File: src/rtl/input_loader_if.sv
// Host-side Avalon-MM slave bus plus the three lane streams of the input loader.
// The slave modport is the loader's view; master is the host/lane side.
interface input_loader_if;
    logic       chipselect;
    logic       write;
    logic       read;
    logic [2:0] address;
    logic [7:0] writedata;
    logic [7:0] readdata;
    logic [7:0] out_data1;
    logic [7:0] out_data2;
    logic [7:0] out_data3;
    logic       out_valid1;
    logic       out_valid2;
    logic       out_valid3;
    logic       out_ready1;
    logic       out_ready2;
    logic       out_ready3;
    logic       busy;

    modport slave (
        input  chipselect, write, read, address, writedata,
        input  out_ready1, out_ready2, out_ready3,
        output readdata,
        output out_data1, out_data2, out_data3,
        output out_valid1, out_valid2, out_valid3,
        output busy
    );

    modport master (
        output chipselect, write, read, address, writedata,
        output out_ready1, out_ready2, out_ready3,
        input  readdata,
        input  out_data1, out_data2, out_data3,
        input  out_valid1, out_valid2, out_valid3,
        input  busy
    );
endinterface

File: src/rtl/input_loader.sv
// Host-to-lane loader: Avalon-MM writes fill three show-ahead byte FIFOs that
// stream to the compute lanes over valid/ready once RUN is set.
module input_loader #(
    parameter int unsigned DEPTH = 64,
    parameter int unsigned AW    = 6
) (
    input  logic          clk,
    input  logic          reset_n,
    input_loader_if.slave bus
);

    localparam logic [AW:0] FULL = (AW+1)'(DEPTH);

    logic [7:0]    mem    [3][DEPTH];
    logic [AW-1:0] wr_ptr [3];
    logic [AW-1:0] rd_ptr [3];
    logic [AW:0]   count  [3];
    logic [2:0]    ovf;
    logic          run;
    logic [7:0]    readdata_q;

    logic       wr_en;
    logic       rd_en;
    logic       clear;
    logic [2:0] ready;
    logic [2:0] valid;
    logic [2:0] push;
    logic [2:0] pop;
    logic [2:0] accept;

    assign wr_en = bus.chipselect && bus.write;
    assign rd_en = bus.chipselect && bus.read;
    assign clear = wr_en && (bus.address == 3'd0) && bus.writedata[1];
    assign ready = {bus.out_ready3, bus.out_ready2, bus.out_ready1};

    // A push at full is still accepted when the same cycle frees a slot.
    always_comb begin
        for (int unsigned i = 0; i < 3; i++) begin
            valid[i]  = run && (count[i] != '0);
            pop[i]    = valid[i] && ready[i];
            push[i]   = wr_en && (bus.address == 3'(i + 1));
            accept[i] = push[i] && ((count[i] < FULL) || pop[i]);
        end
    end

    always_ff @(posedge clk or negedge reset_n) begin
        if (!reset_n) begin
            run <= 1'b0;
            ovf <= '0;
            for (int unsigned i = 0; i < 3; i++) begin
                wr_ptr[i] <= '0;
                rd_ptr[i] <= '0;
                count[i]  <= '0;
            end
        end else begin
            if (wr_en && (bus.address == 3'd0)) begin
                run <= bus.writedata[0];
            end
            for (int unsigned i = 0; i < 3; i++) begin
                // CLEAR overrides any pop occurring on the same edge.
                if (clear) begin
                    wr_ptr[i] <= '0;
                    rd_ptr[i] <= '0;
                    count[i]  <= '0;
                    ovf[i]    <= 1'b0;
                end else begin
                    if (accept[i]) begin
                        wr_ptr[i] <= wr_ptr[i] + 1'b1;
                    end
                    if (pop[i]) begin
                        rd_ptr[i] <= rd_ptr[i] + 1'b1;
                    end
                    if (accept[i] && !pop[i]) begin
                        count[i] <= count[i] + 1'b1;
                    end else if (!accept[i] && pop[i]) begin
                        count[i] <= count[i] - 1'b1;
                    end
                    if (push[i] && !accept[i]) begin
                        ovf[i] <= 1'b1;
                    end
                end
            end
        end
    end

    always_ff @(posedge clk) begin
        for (int unsigned i = 0; i < 3; i++) begin
            if (accept[i]) begin
                mem[i][wr_ptr[i]] <= bus.writedata;
            end
        end
    end

    always_ff @(posedge clk or negedge reset_n) begin
        if (!reset_n) begin
            readdata_q <= '0;
        end else if (rd_en) begin
            case (bus.address)
                3'd0:                readdata_q <= {7'b0, run};
                3'd1, 3'd2, 3'd3:    readdata_q <= 8'hFC;
                3'd4:                readdata_q <= 8'(count[0]);
                3'd5:                readdata_q <= 8'(count[1]);
                3'd6:                readdata_q <= 8'(count[2]);
                default:             readdata_q <= {5'b0, ovf};
            endcase
        end
    end

    // Head byte is masked while empty so stale memory never shows after reset/CLEAR.
    assign bus.out_data1  = (count[0] != '0) ? mem[0][rd_ptr[0]] : '0;
    assign bus.out_data2  = (count[1] != '0) ? mem[1][rd_ptr[1]] : '0;
    assign bus.out_data3  = (count[2] != '0) ? mem[2][rd_ptr[2]] : '0;
    assign bus.out_valid1 = valid[0];
    assign bus.out_valid2 = valid[1];
    assign bus.out_valid3 = valid[2];
    assign bus.readdata   = readdata_q;
    assign bus.busy       = (count[0] != '0) || (count[1] != '0) || (count[2] != '0);

endmodule

File: src/flat_wrapper.sv
// flat-port wrapper written by rule: the top's interface ports become plain ports
module input_loader_flat 
#(
    parameter int unsigned DEPTH = 64,
    parameter int unsigned AW    = 6
)
  (clk, reset_n, bus_chipselect, bus_write, bus_read, bus_address, bus_writedata, bus_out_ready1, bus_out_ready2, bus_out_ready3, bus_readdata, bus_out_data1, bus_out_data2, bus_out_data3, bus_out_valid1, bus_out_valid2, bus_out_valid3, bus_busy);
  input_loader_if bus_i ();
  input  logic clk;
  input  logic reset_n;
  input wire logic [$bits(bus_i.chipselect)-1:0] bus_chipselect;
  input wire logic [$bits(bus_i.write)-1:0] bus_write;
  input wire logic [$bits(bus_i.read)-1:0] bus_read;
  input wire logic [$bits(bus_i.address)-1:0] bus_address;
  input wire logic [$bits(bus_i.writedata)-1:0] bus_writedata;
  input wire logic [$bits(bus_i.out_ready1)-1:0] bus_out_ready1;
  input wire logic [$bits(bus_i.out_ready2)-1:0] bus_out_ready2;
  input wire logic [$bits(bus_i.out_ready3)-1:0] bus_out_ready3;
  output wire logic [$bits(bus_i.readdata)-1:0] bus_readdata;
  output wire logic [$bits(bus_i.out_data1)-1:0] bus_out_data1;
  output wire logic [$bits(bus_i.out_data2)-1:0] bus_out_data2;
  output wire logic [$bits(bus_i.out_data3)-1:0] bus_out_data3;
  output wire logic [$bits(bus_i.out_valid1)-1:0] bus_out_valid1;
  output wire logic [$bits(bus_i.out_valid2)-1:0] bus_out_valid2;
  output wire logic [$bits(bus_i.out_valid3)-1:0] bus_out_valid3;
  output wire logic [$bits(bus_i.busy)-1:0] bus_busy;
  assign bus_i.chipselect = bus_chipselect;
  assign bus_i.write = bus_write;
  assign bus_i.read = bus_read;
  assign bus_i.address = bus_address;
  assign bus_i.writedata = bus_writedata;
  assign bus_i.out_ready1 = bus_out_ready1;
  assign bus_i.out_ready2 = bus_out_ready2;
  assign bus_i.out_ready3 = bus_out_ready3;
  assign bus_readdata = bus_i.readdata;
  assign bus_out_data1 = bus_i.out_data1;
  assign bus_out_data2 = bus_i.out_data2;
  assign bus_out_data3 = bus_i.out_data3;
  assign bus_out_valid1 = bus_i.out_valid1;
  assign bus_out_valid2 = bus_i.out_valid2;
  assign bus_out_valid3 = bus_i.out_valid3;
  assign bus_busy = bus_i.busy;
  input_loader #(.DEPTH(DEPTH), .AW(AW)) u_core (.clk(clk), .reset_n(reset_n), .bus(bus_i));
endmodule
File: config.mk
export PLATFORM = sky130hd
export DESIGN_NAME = input_loader_flat
export DESIGN_NICKNAME = d
export VERILOG_FILES = /design/src/rtl/input_loader_if.sv /design/src/rtl/input_loader.sv /design/src/flat_wrapper.sv
export SDC_FILE = /design/constraint.sdc
export NUM_CORES = 2
export LEC_CHECK = 0
export BUFFER_PORTS_ARGS = -buffer_cell sky130_fd_sc_hd__buf_2
export CAP_MARGIN = 25
export CORE_ASPECT_RATIO = 0.8
export CORE_MARGIN = 3
export CORE_UTILIZATION = 50
export DETAILED_ROUTE_END_ITERATION = 8
export PLACE_DENSITY = 0.73
export REMOVE_ABC_BUFFERS = 1
export SYNTH_ARGS = -nofsm -noshare
export SYNTH_HDL_FRONTEND = slang
export SYNTH_SLANG_ARGS = --single-unit
File: constraint.sdc
create_clock -name clk -period 2.85 [get_ports clk]
set_clock_uncertainty 0.15 [all_clocks]
set_input_delay 0.4275 -clock clk [delete_from_list [all_inputs] [get_ports clk]]
set_output_delay 0.4275 -clock clk [all_outputs]
set_load 0.005 [all_outputs]
==> reports/summary.log <==
INFO  run_status     status=finished, violations left
INFO  run_status     violations=setup timing
INFO  placed_design  placer_congestion_estimate=0.859
INFO  logic_synthesis synth_seq_area_share=75.1%
INFO  global_route   initial_antenna_violation_count=3
INFO  layout         fill_cells=8424
INFO  clock_tree     cts-htree-levels=4
INFO  die            design.portCount=55
INFO  logic_synthesis number_of_flops_mapped_to_enable_cells_by_yosys=1536
INFO  sta            setup_viol=29
INFO  sta            report.final.slew_viol_count=0
INFO  setup_path     crit_type=reg2out
INFO  clock_tree     tritoncts.num_buffers=150
INFO  route          vias_per_cell=6.15
INFO  global_route   grt_first_pass_wirelength=228mm
INFO  logic_synthesis post_synth.cell_area_avg=19.4um^2
INFO  logic_synthesis ys.flop_type=edfxtp_1
INFO  logic_synthesis distinct_cells_synth=66
INFO  hold_path      min-delay-start=bus_writedata[7]
INFO  sta            timing.final.crit_share=130%
INFO  setup_path     cp.required=2.27ns
INFO  die            die-area=132000um^2
INFO  layout         multiInputGateArea=16200um^2
INFO  route          drc=0
INFO  route          detailroute.wirelength.met3=16.7mm
INFO  clock_tree     clkSlewWorstSetupHoldPaths=0.06ns
INFO  clock_tree     cts_sinks=1605
INFO  logic_synthesis synthesis.yosys.warnings=0
INFO  global_route   grt_start_max_net_pins=97
INFO  setup_path     critical_path.cell_chain=buf_8, buf_6, mux4_2, a22o_4, a211oi_4, buf_4, a211oi_4, a21o_1, buf_2
INFO  sta            max_slew.worst_pin.slew=0.870ns
INFO  sta            worst_rel_slew_slack=42.0%
INFO  flow_run       cap_violations=0
INFO  logic_synthesis postSynth.asyncResetShare=4.30%
INFO  die            width_of_the_die=405um
INFO  die            core.rowCount=116
INFO  route          drt-met1-wl=63.6mm
INFO  route          route.met2.wl=71.3mm
INFO  power          power.density=896nW/um^2
INFO  route          first_drt_iteration_drcs=4679
INFO  layout         insertedDiodeCount=0
INFO  sta            post-route-min-period=3.71ns
INFO  layout         drive_gt1_share=35.0%
INFO  layout         design.final.nets=3982
INFO  power          power_leakage=26.0nW
INFO  route          drt_first_pass_iters=8
INFO  clock_tree     cts-root-buf=clkbuf_16
INFO  die            floorplan.initialDensity=50.6%
INFO  sta            unrepaired_setup_endpoints_after_global_routing=true
INFO  global_route   track_usage=23.3%
INFO  setup_path     critPathMaxFanout=5
INFO  placed_design  dp_hpwl=96.0mm
INFO  die            die_h=325um
INFO  sta            final_hold_viol_count=0
INFO  route          dr_total_vias=35100
INFO  clock_tree     tritoncts=done
INFO  layout         sequential_cell_area=47900um^2
INFO  setup_path     critical-path-max-stage-delay=0.49ns
INFO  sta            fmaxAchievable=0.269GHz
INFO  setup_path     critPathLaunch=u_core.rd_ptr[6]
INFO  logic_synthesis syn_inst=3290
INFO  hold_path      hold_path_depth=2
INFO  clock_tree     worst_skew_pair.late_latency=0.78ns
INFO  hold_path      holdCritPathClass=in2reg
INFO  setup_path     critPathMostFrequentCell=a211oi_4
INFO  placed_design  count_of_buffers_from_port_buffering=54
INFO  power          total_power=0.0693W
INFO  setup_path     cp_max_stage_cell=dfrtp_4
INFO  route          maxUsedRoutingLayer=met5
INFO  setup_path     critical_path_arrival=3.13ns
INFO  power          vdd_ir_drop_max=0.000655V
INFO  setup_path     worst_setup_path_end_kind=output port
INFO  setup_path     source_of_the_worst_register_to_register_timing_path=u_core.count[20]
INFO  setup_path     start_kind=flip-flop
INFO  clock_tree     clockBufferDepth=3
INFO  route          routed_wl=155mm
INFO  setup_path     worst-r2r-cell-count=12
INFO  global_route   first_global_vias=35100
INFO  logic_synthesis mappedNetlistArea=63700um^2
INFO  placed_design  worst_setup_timing_slack_at_the_placement_stage=-0.304ns
INFO  die            core_region_area=126000um^2
INFO  global_route   overall_overflow_remaining_after_global_route=0
INFO  route          postRouteAntennaNets=0
INFO  logic_synthesis synth.ff_latch_count=1605
INFO  route          avgRoutedWirePerCell=27.2um
INFO  sta            fin_ws=-0.861ns
INFO  layout         area_growth=21.4%
-- kinds of logic (layout without fill, tap and decap cells) --
logic type	Yosys count	after routing	share of synthesized area [%]
AO/OA/AOI/OAI	429	429	4.99
XOR/XNOR	34	34	0.467
adder cells (fa/ha/maj)	31	31	0.644
buffers and inverters	212	973	1.88
flip-flops	1605	1605	75.1
multiplexers	494	494	13.5
AND/OR/NAND/NOR	485	486	3.48
-- power breakdown --
group | switching (W) | internal, W
sequential | 0.000522 | 0.0262
combinational | 0.0117 | 0.0115
clock | 0.00861 | 0.0107
total | 0.0208 | 0.0484
-- worst max-delay path: cells and delay by family (launching register included) --
family	cells	cell delay [ns]
AOI/OAI and AO/OA	4	0.81
buffers and inverters	4	0.56
DFF	1	0.49
muxes	1	0.49
-- sequential cells by signal (all words and copies together), names as in the netlist --
register and cells:
u_core.bus.readdata 8, u_core.count 21, u_core.mem 1536, u_core.rd_ptr 18, u_core.run 1, u_core.ovf 3, u_core.wr_ptr 18
-- layer usage --
layer / track usage [%] / vias to the layer above
li1: - / 14800
met1: 34.2 / 18200
met2: 34.4 / 1815
met3: 6.91 / 271
met4: 6.14 / 4
met5: 0 / -
-- cells in the mapped netlist, types with 10 or more instances --
cell      count  share of area (%)
a211o_1      15               0.21
a211oi_1     90                1.1
a21o_1       13               0.15
a21oi_1      48               0.38
a22o_1       47               0.65
a22oi_1      49               0.58
and2_1       11               0.11
and3_1       11               0.11
buf_1        24               0.14
buf_2        51               0.40
buf_4        19               0.22
buf_6        25               0.44
clkbuf_1     67               0.39
dfrtp_1      69                2.7
edfxtp_1   1536                 72
ha_1         28               0.55
inv_1        17               0.10
mux2i_1     203                3.2
mux4_2      285                 10
nand2_1      79               0.47
nand3_1      24               0.19
nand3b_1     11               0.13
nor2_1      259                1.5
nor2b_1      25               0.25
nor3_1       10              0.079
o21a_1       10               0.12
o21ai_0      19               0.15
o221ai_1     63               0.87
o22ai_1      33               0.32
o31ai_1      13               0.15
xor2_1       25               0.34
-- per-stage QoR --
stage / std cells / setup TNS, ns / area [um^2] / utilization, % / hold WS, ns
after global routing: 5704 / -21.58 / 77300 / 61.5 / 0.00275
after global placement: 5355 / -4.02 / 70000 / 55.6 / 0.309
after floorplan: 3097 / -209.28 / 62600 / - / -0.0181
after detailed placement: 5355 / -6.78 / 70000 / 55.6 / 0.320
after CTS: 5675 / -19.97 / 76300 / 60.6 / 0.00307
final: 5704 / -19.08 / 77300 / 61.5 / 0.00494
-- path summary, 6_finish.rpt --
check,slack [ns],end
max in group asynchronous,1.74,u_core.run
setup reg to reg,-0.13,u_core.count[19]
min in group asynchronous,0.14,u_core.wr_ptr[9]
setup / recovery,-0.86,bus_out_data2[7]
hold / removal,0.005,u_core.mem[0][919]
hold reg to reg,0.33,u_core.bus.readdata[3]
-- final cells by class --
cell class,count,share of cell area [%]
inverter,19,0.102
sequential,1605,61.9
clock buffer,194,5.13
timing repair buffer,682,8.25
clock inverter,78,0.961
tap,1652,2.67
multi-input combinational,1474,21.0
-- repair_timing --
| item | CTS | global route |
|---|---|---|
| setup endpoints to repair | 33 | 296 |
| pin swaps | 55 | 83 |
| endpoints found under the hold margin | 230 | 0 |
| gates cloned | 6 | 5 |
| resized for setup | 221 | 141 |
| buffers inserted | 34 | 28 |
| hold buffers | 11 | 0 |
-- cells in the final DEF (no fill, tap or decap), types with 18 or more instances in the layout --
master	instances
o21ai_0	18
a22o_1	42
mux4_2	285
a22oi_2	26
dfrtp_1	60
edfxtp_1	1536
nand2_1	72
buf_12	66
buf_2	40
nor2b_1	18
clkinv_1	33
xor2_1	25
nand3_1	22
a211oi_1	18
buf_4	491
mux2i_1	194
clkbuf_1	41
clkinv_2	21
a21oi_1	30
o221ai_1	50
a22oi_1	23
clkbuf_16	157
nor2_1	256
a211oi_2	59
buf_6	53
o22ai_1	25
(Power assumes the default switching activity.)
